===== src/rtl/gpio_debounce.sv =====
// gpio_debounce: synchronise raw pins, debounce each bit on a prescaled tick, strobe on change
module gpio_debounce #(
  parameter int WIDTH = 32,
  parameter int PRESCALE = 1000,
  parameter int STABLE_TICKS = 4,
  parameter logic [WIDTH-1:0] RESET_VAL = '0
) (
  input  logic             clk,
  input  logic             reset_n,
  input  logic [WIDTH-1:0] pin_in,
  output logic [WIDTH-1:0] debounced_out,
  output logic [WIDTH-1:0] change_pulse,
  output logic             tick
);
  localparam int PW = PRESCALE > 1 ? $clog2(PRESCALE) : 1;
  localparam int CW = STABLE_TICKS > 1 ? $clog2(STABLE_TICKS) : 1;
  localparam logic [PW-1:0] P_LAST = PW'(PRESCALE - 1);
  localparam logic [CW-1:0] C_LAST = CW'(STABLE_TICKS - 1);
  logic [WIDTH-1:0] sync1, sync2, accept;
  logic [PW-1:0] pcnt;
  always_ff @(posedge clk or negedge reset_n)
    if (!reset_n) begin
      sync1 <= RESET_VAL;
      sync2 <= RESET_VAL;
      pcnt <= '0;
      tick <= 1'b0;
      debounced_out <= RESET_VAL;
      change_pulse <= '0;
    end else begin
      sync1 <= pin_in;
      sync2 <= sync1;
      pcnt <= pcnt == P_LAST ? '0 : pcnt + 1'b1;
      tick <= pcnt == P_LAST;
      debounced_out <= debounced_out ^ accept;
      change_pulse <= accept;
    end
  for (genvar i = 0; i < WIDTH; i++) begin : g_bit
    logic [CW-1:0] cnt;
    assign accept[i] = tick && sync2[i] != debounced_out[i] && cnt == C_LAST;
    always_ff @(posedge clk or negedge reset_n)
      if (!reset_n) cnt <= '0;
      else if (tick) cnt <= (sync2[i] == debounced_out[i] || accept[i]) ? '0 : cnt + 1'b1;
  end
endmodule

===== config.mk =====
export PLATFORM = sky130hd
export DESIGN_NAME = gpio_debounce
export DESIGN_NICKNAME = d
export VERILOG_FILES = /design/src/rtl/gpio_debounce.sv
export SDC_FILE = /design/constraint.sdc
export NUM_CORES = 1
export LEC_CHECK = 0
export BUFFER_PORTS_ARGS = -buffer_cell sky130_fd_sc_hd__buf_2
export CELL_PAD_IN_SITES_DETAIL_PLACEMENT = 0
export CELL_PAD_IN_SITES_GLOBAL_PLACEMENT = 1
export CORE_ASPECT_RATIO = 0.9
export CORE_MARGIN = 4
export CORE_UTILIZATION = 46
export DETAILED_ROUTE_END_ITERATION = 16
export GPL_TIMING_DRIVEN = 0
export MAX_ROUTING_LAYER = met4
export PLACE_DENSITY = 0.79
export SYNTH_ARGS = -nofsm -noshare
export SYNTH_HDL_FRONTEND = slang
export SYNTH_SLANG_ARGS = --single-unit

===== constraint.sdc =====
create_clock -name clk -period 1.8 [get_ports clk]
set_clock_uncertainty 0.05 [all_clocks]
set_input_delay 0.54 -clock clk [delete_from_list [all_inputs] [get_ports clk]]
set_output_delay 0.54 -clock clk [all_outputs]
set_load 0.1 [all_outputs]

# After elaboration in Yosys (flattened, before gate mapping)
# Index checks and enable logic that the tools add are counted.
totals:
  register_bits: 203
  inputBits: 34
  word_cells: 298
op_classes:
  add_sub_neg: 33
  n_eq_ne: 97
  mux: 33
  bitwise_logic: 1
  n_reduce_logical: 96
op_table:
  columns: ["cell", "count"]
  rows:
  - ["$add A2 B1 Y2 const B", 32]
  - ["$eq A2 B2 Y1 const B", 32]
  - ["$logic_and A1 B1 Y1", 64]
  - ["$mux W2", 32]
  - ["$eq A1 B1 Y1", 32]
  - ["$logic_or A1 B1 Y1", 32]
  - ["$ne A1 B1 Y1", 32]
  - ["$xor A32 B32 Y32", 1]
  - ["$add A10 B1 Y10 const B", 1]
  - ["$eq A10 B10 Y1 const B", 1]
  - ["$mux W10", 1]

# Logic depth before layout (Yosys ltp)
logic_depth:
  word_depth: 5
  depth_mapped: 5

# Worst setup path after synthesis
# OpenSTA, ideal clock, no wires.
synth_timing:
  path_kind: "flip-flop to flip-flop"
  start: "register tick"
  end: "register g_bit[18].cnt[0]"
  setup_ps: 125
  t_arrival_ps: 1810
  required_time_ps: 1625
  setup_slack_ps: -185
  stages_incl_launch_ff: 4
  path_buffers: 2
  cell_sequence: "dfrtp_1 -> buf_2 -> buf_2 -> mux2_2"
synth_via:
  elab_chain_len: 4
synth_rtl:
  columns: ["item", "line_no", "source"]
  rows:
  - ["from (decl)", "13", "output logic tick"]
  - ["from (signal assigned)", "26", "tick <= 1'b0;"]
  - ["from (signal assigned)", "33", "tick <= pcnt == P_LAST;"]
  - ["$logic_and A1 B1 Y1 (2 in a row)", "39", "assign accept[i] = tick && sync2[i] != debounced_out[i] && cnt == C_LAST;"]
  - ["$logic_or A1 B1 Y1", "42", "else if (tick) cnt <= (sync2[i] == debounced_out[i] || accept[i]) ? '0 : cnt + 1'b1;"]
  - ["$mux W2", "42", null]
  - ["to (signal assigned)", "42", null]
  - ["to (decl)", "38", "logic [CW-1:0] cnt;"]
# Parallel ways exist; a longest one is shown, timed or not.
# A chain may end at the register's enable or synchronous reset.

# Final worst setup path
layout_timing:
  start: "register debounced_out[7]"
  end: "output debounced_out[7]"
layout_rtl:
  columns: ["item", "line_no", "source"]
  rows:
  - ["from (decl)", "11", "output logic [WIDTH-1:0] debounced_out,"]
  - ["from (signal assigned)", "34", "debounced_out <= debounced_out ^ accept;"]
# No word-level cell between the ends.

==> flow_summary_export.csv <==
group,metric,value,unit
run_status,run_status,"finished, final reports clean",
pwr,vdd_drop_max,0.747,mV
clocking,tritoncts,"yes",
worst_setup_path,worst_path_max_delay_cell,"dfrtp_1",
worst_setup_path,worstPathMaxFanout,3,
routing,drcViolationCount,0,
synthesis,synth_xor_xnor_area_share,6.74,%
pwr,static-leakage-power,5.07,nW
synthesis,synth_seq_cells,203,
routing,wl_per_cell,14.8,um
global_routing,grt_pass1_wl,23200,um
clocking,cts_made_buffers,22,
synthesis,synth_fp_nets,663,
finish,multi_input_area,0.00235,mm2
global_routing,grt_util_all_layers,15.7,%
synthesis,ys_top_cells_by_count,"203 x dfrtp_1, 48 x xor2_1, 47 x nor2_1",
synthesis,netlist_top_cells_area,"dfrtp_1 66%, xor2_1 5.5%, ha_1 5.4%",
floorplanning,design.die.area,0.0188,mm2
worst_setup_path,worst_path_dominant_cell_family,"flip-flops",
clocking,htree_levels,1,
hold_path,holdPathEnd,"sync1[7]",
clocking,clock_latency,0.49,ns
place,io_buffer_count,98,
hold_path,timing.hold.worst.class,"input pin to flip-flop",
finish,final_layout_size_suffix_gt1_share,23.9,%
synthesis,ys_seq_area_share,66.3,%
worst_setup_path,timing.critical_path.depth,1,
flow_run,cap_violations,0,
global_routing,initial_antenna_violation_count,1,
timing,period_needed,1.76,ns
timing,tightest_slew,0.654,ns
worst_setup_path,worst_setup_path_end_kind,"primary output",
worst_setup_path,arrival,1.17,ns
synthesis,netlist_instances,596,
clocking,path_clk_slew,0.06,ns
place,post_dp_hpwl,9090,um
synthesis,synthMuxAreaShare,4.41,%
floorplanning,die_w,144,um
timing,slew_violations,0,
global_routing,globalRoute.totalOverflow,0,
worst_setup_path,crit_path_cell_trace,"buf_4",
synthesis,synth_simple_gate_area_share,10.2,%
finish,layout_fillers,1272,
routing,routed_wirelength,14000,um
finish,nets,788,
routing,firstDrtPassIters,4,
pwr,power_density,998,mW/mm2
floorplanning,design.portCount,99,
synthesis,post-synth-top-count-cell,"dfrtp_1",
synthesis,synth.yosys.warnings,0,
place,globalplace.congestion,0.737,
global_routing,first_global_vias,4909,
synthesis,post_synthesis_adder_cell_area_fraction,5.39,%
floorplanning,die_height,130,um
synthesis,synth_edf_count,0,
worst_setup_path,worstPathRequired,1.21,ns
synthesis,mappedNetlistArea,0.00767,mm2
global_routing,grt_max_degree,123,
synthesis,synth_top_family_by_area,"simple AND/OR/NAND/NOR gates",
worst_setup_path,crit_path_max_incr_delay,0.38,ns
worst_setup_path,r2r.worst_path.cells,4,
worst_setup_path,r2r-end,"g_bit[28].cnt[1]",
synthesis,synth_compound_area_share,3.95,%
worst_setup_path,critical_path.n_buffers_inverters,1,
synthesis,syn_area_per_cell,12.9,um2
finish,seqCellArea,0.00508,mm2
worst_setup_path,path_class,"flip-flop to primary output",
timing,max_clock_freq,568,MHz
pwr,total_power,0.00953,W
synthesis,post-synth-top-area-cell,"dfrtp_1",
synthesis,synthDominantCellAreaShare,66.3,%
finish,syn2layout_area_growth,24.6,%
floorplanning,core.rowCount,44,
timing,timing.final.crit_share,97.9,%
worst_setup_path,r2r_setup_slack,0.18,ns
timing,final.setup.tns,0,ns
floorplanning,initial_util,47.2,%
clocking,clock-sinks,203,
routing,detail-route-antenna-nets,0,
floorplanning,coreArea,0.0162,mm2
clocking,cts_setup_buffers,0,
clocking,clock_tree.root_cell,"clkbuf_16",
synthesis,synthArstFlopShare,100,%
hold_path,hold_path_startpoint,"pin_in[7]",
worst_setup_path,type_of_origin_of_the_critical_path,"flip-flop",
synthesis,ys.flop_type,"dfrtp_1",
timing,final_hold_vio_count,0,
timing,relSlewSlack,56.4,%
clocking,cts.path.max_buffers,3,
routing,vias,4595,
timing,setup_violations,0,
synthesis,synthDistinctLibCells,32,
worst_setup_path,r2r_start,"tick",
routing,drt-initial-drc-count,187,
hold_path,timing.hold.worst_path_depth,1,
routing,mean_number_of_vias_per_cell,4.87,
==> how the worst max path moves through the flow <==
| stage | endpoint | slack, ns | from |
|---|---|---|---|
| floorplan | debounced_out[29] | 0.07 | debounced_out[29] |
| global placement | tick | -3.33 | reset_n |
| detailed placement | tick | 0.16 | reset_n |
| CTS | debounced_out[9] | 0.001 | debounced_out[9] |
| global route | debounced_out[14] | -0.009 | debounced_out[14] |
| finish | debounced_out[7] | 0.04 | debounced_out[7] |
==> per-stage QoR <==
stage / utilization (%) / setup slack [ns] / std cells / instance area [um2] / hold WS, ns
5_1_grt: 58.8 / -0.00929 / 943 / 9550 / 0.0802
4_1_cts: 58.3 / 0.00119 / 941 / 9470 / 0.0808
3_3_place_gp: 51.8 / -3.33 / 901 / 8420 / 0.282
6_report: 58.8 / 0.0384 / 943 / 9550 / 0.0968
2_1_floorplan: - / 0.0707 / 596 / 7670 / 0.194
3_5_place_dp: 52.1 / 0.160 / 902 / 8460 / 0.285
==> kinds of logic after synthesis <==
family          count (synthesis)
flops                         203
simple gates                  161
fa+ha+maj                      33
xor+xnor                       59
buf+inv                        59
compound gates                 51
mux                            30
==> cell type report <==
| type | count | area share [%] |
|---|---|---|
| multi-input combinational | 334 | 24.7 |
| timing repair buffer | 101 | 8.93 |
| tap | 207 | 2.71 |
| inverter | 44 | 1.73 |
| clock inverter | 7 | 1.24 |
| antenna | 1 | 0.0262 |
| clock buffer | 31 | 6.76 |
| buffer | 15 | 0.707 |
| sequential | 203 | 53.2 |
==> flip-flops by register name, summed over array words and instances (netlist names) <==
register	cells
g_bit.cnt	64
pcnt	10
change_pulse	32
debounced_out	32
sync2	32
sync1	32
tick	1
==> per-layer routing <==
metal | global-route usage [%] | routed length, um | vias up
li1 | - | - | 2217
met1 | 20.6 | 6240 | 2258
met2 | 24.7 | 6600 | 92
met3 | 3.75 | 730 | 28
met4 | 4.54 | 417 | 0
met5 | - | 0 | -
==> power by group <==
| group | total [W] | leakage [nW] | switching [W] | internal, W |
|---|---|---|---|---|
| logic | 0.000209 | 2.03 | 0.000139 | 0.0000702 |
| clock network | 0.00466 | 0.373 | 0.00173 | 0.00293 |
| registers | 0.00466 | 2.67 | 0.0000265 | 0.00464 |
| total | 0.00953 | 5.07 | 0.00190 | 0.00764 |
==> cell usage in the layout, fill, tap and decap left out, types with 2 or more instances in the layout <==
cell	count
buf_2	41
buf_6	24
clkbuf_1	10
clkbuf_8	4
o22ai_1	21
buf_8	6
dfrtp_1	200
and3_1	23
o21ai_0	22
nor3_1	2
xnor2_1	11
nand2b_1	21
nor2_1	47
clkbuf_16	24
clkinv_2	2
nand4b_1	2
buf_4	36
mux2_1	3
mux2_2	27
nand2_1	35
xor2_1	48
inv_1	44
ha_1	33
bufinv_16	3
nand3_1	25
dfrtp_2	3
==> what timing repair did <==
| action | 4_1_cts | 5_1_grt |
|---|---|---|
| gates cloned | 0 | 1 |
| hold buffers | 1 | 0 |
| pin swaps | 0 | 0 |
| hold endpoints to repair | 12 | 0 |
| setup endpoints to repair | 65 | 113 |
| gates resized for setup | 85 | 16 |
(Power assumes the default switching activity.)
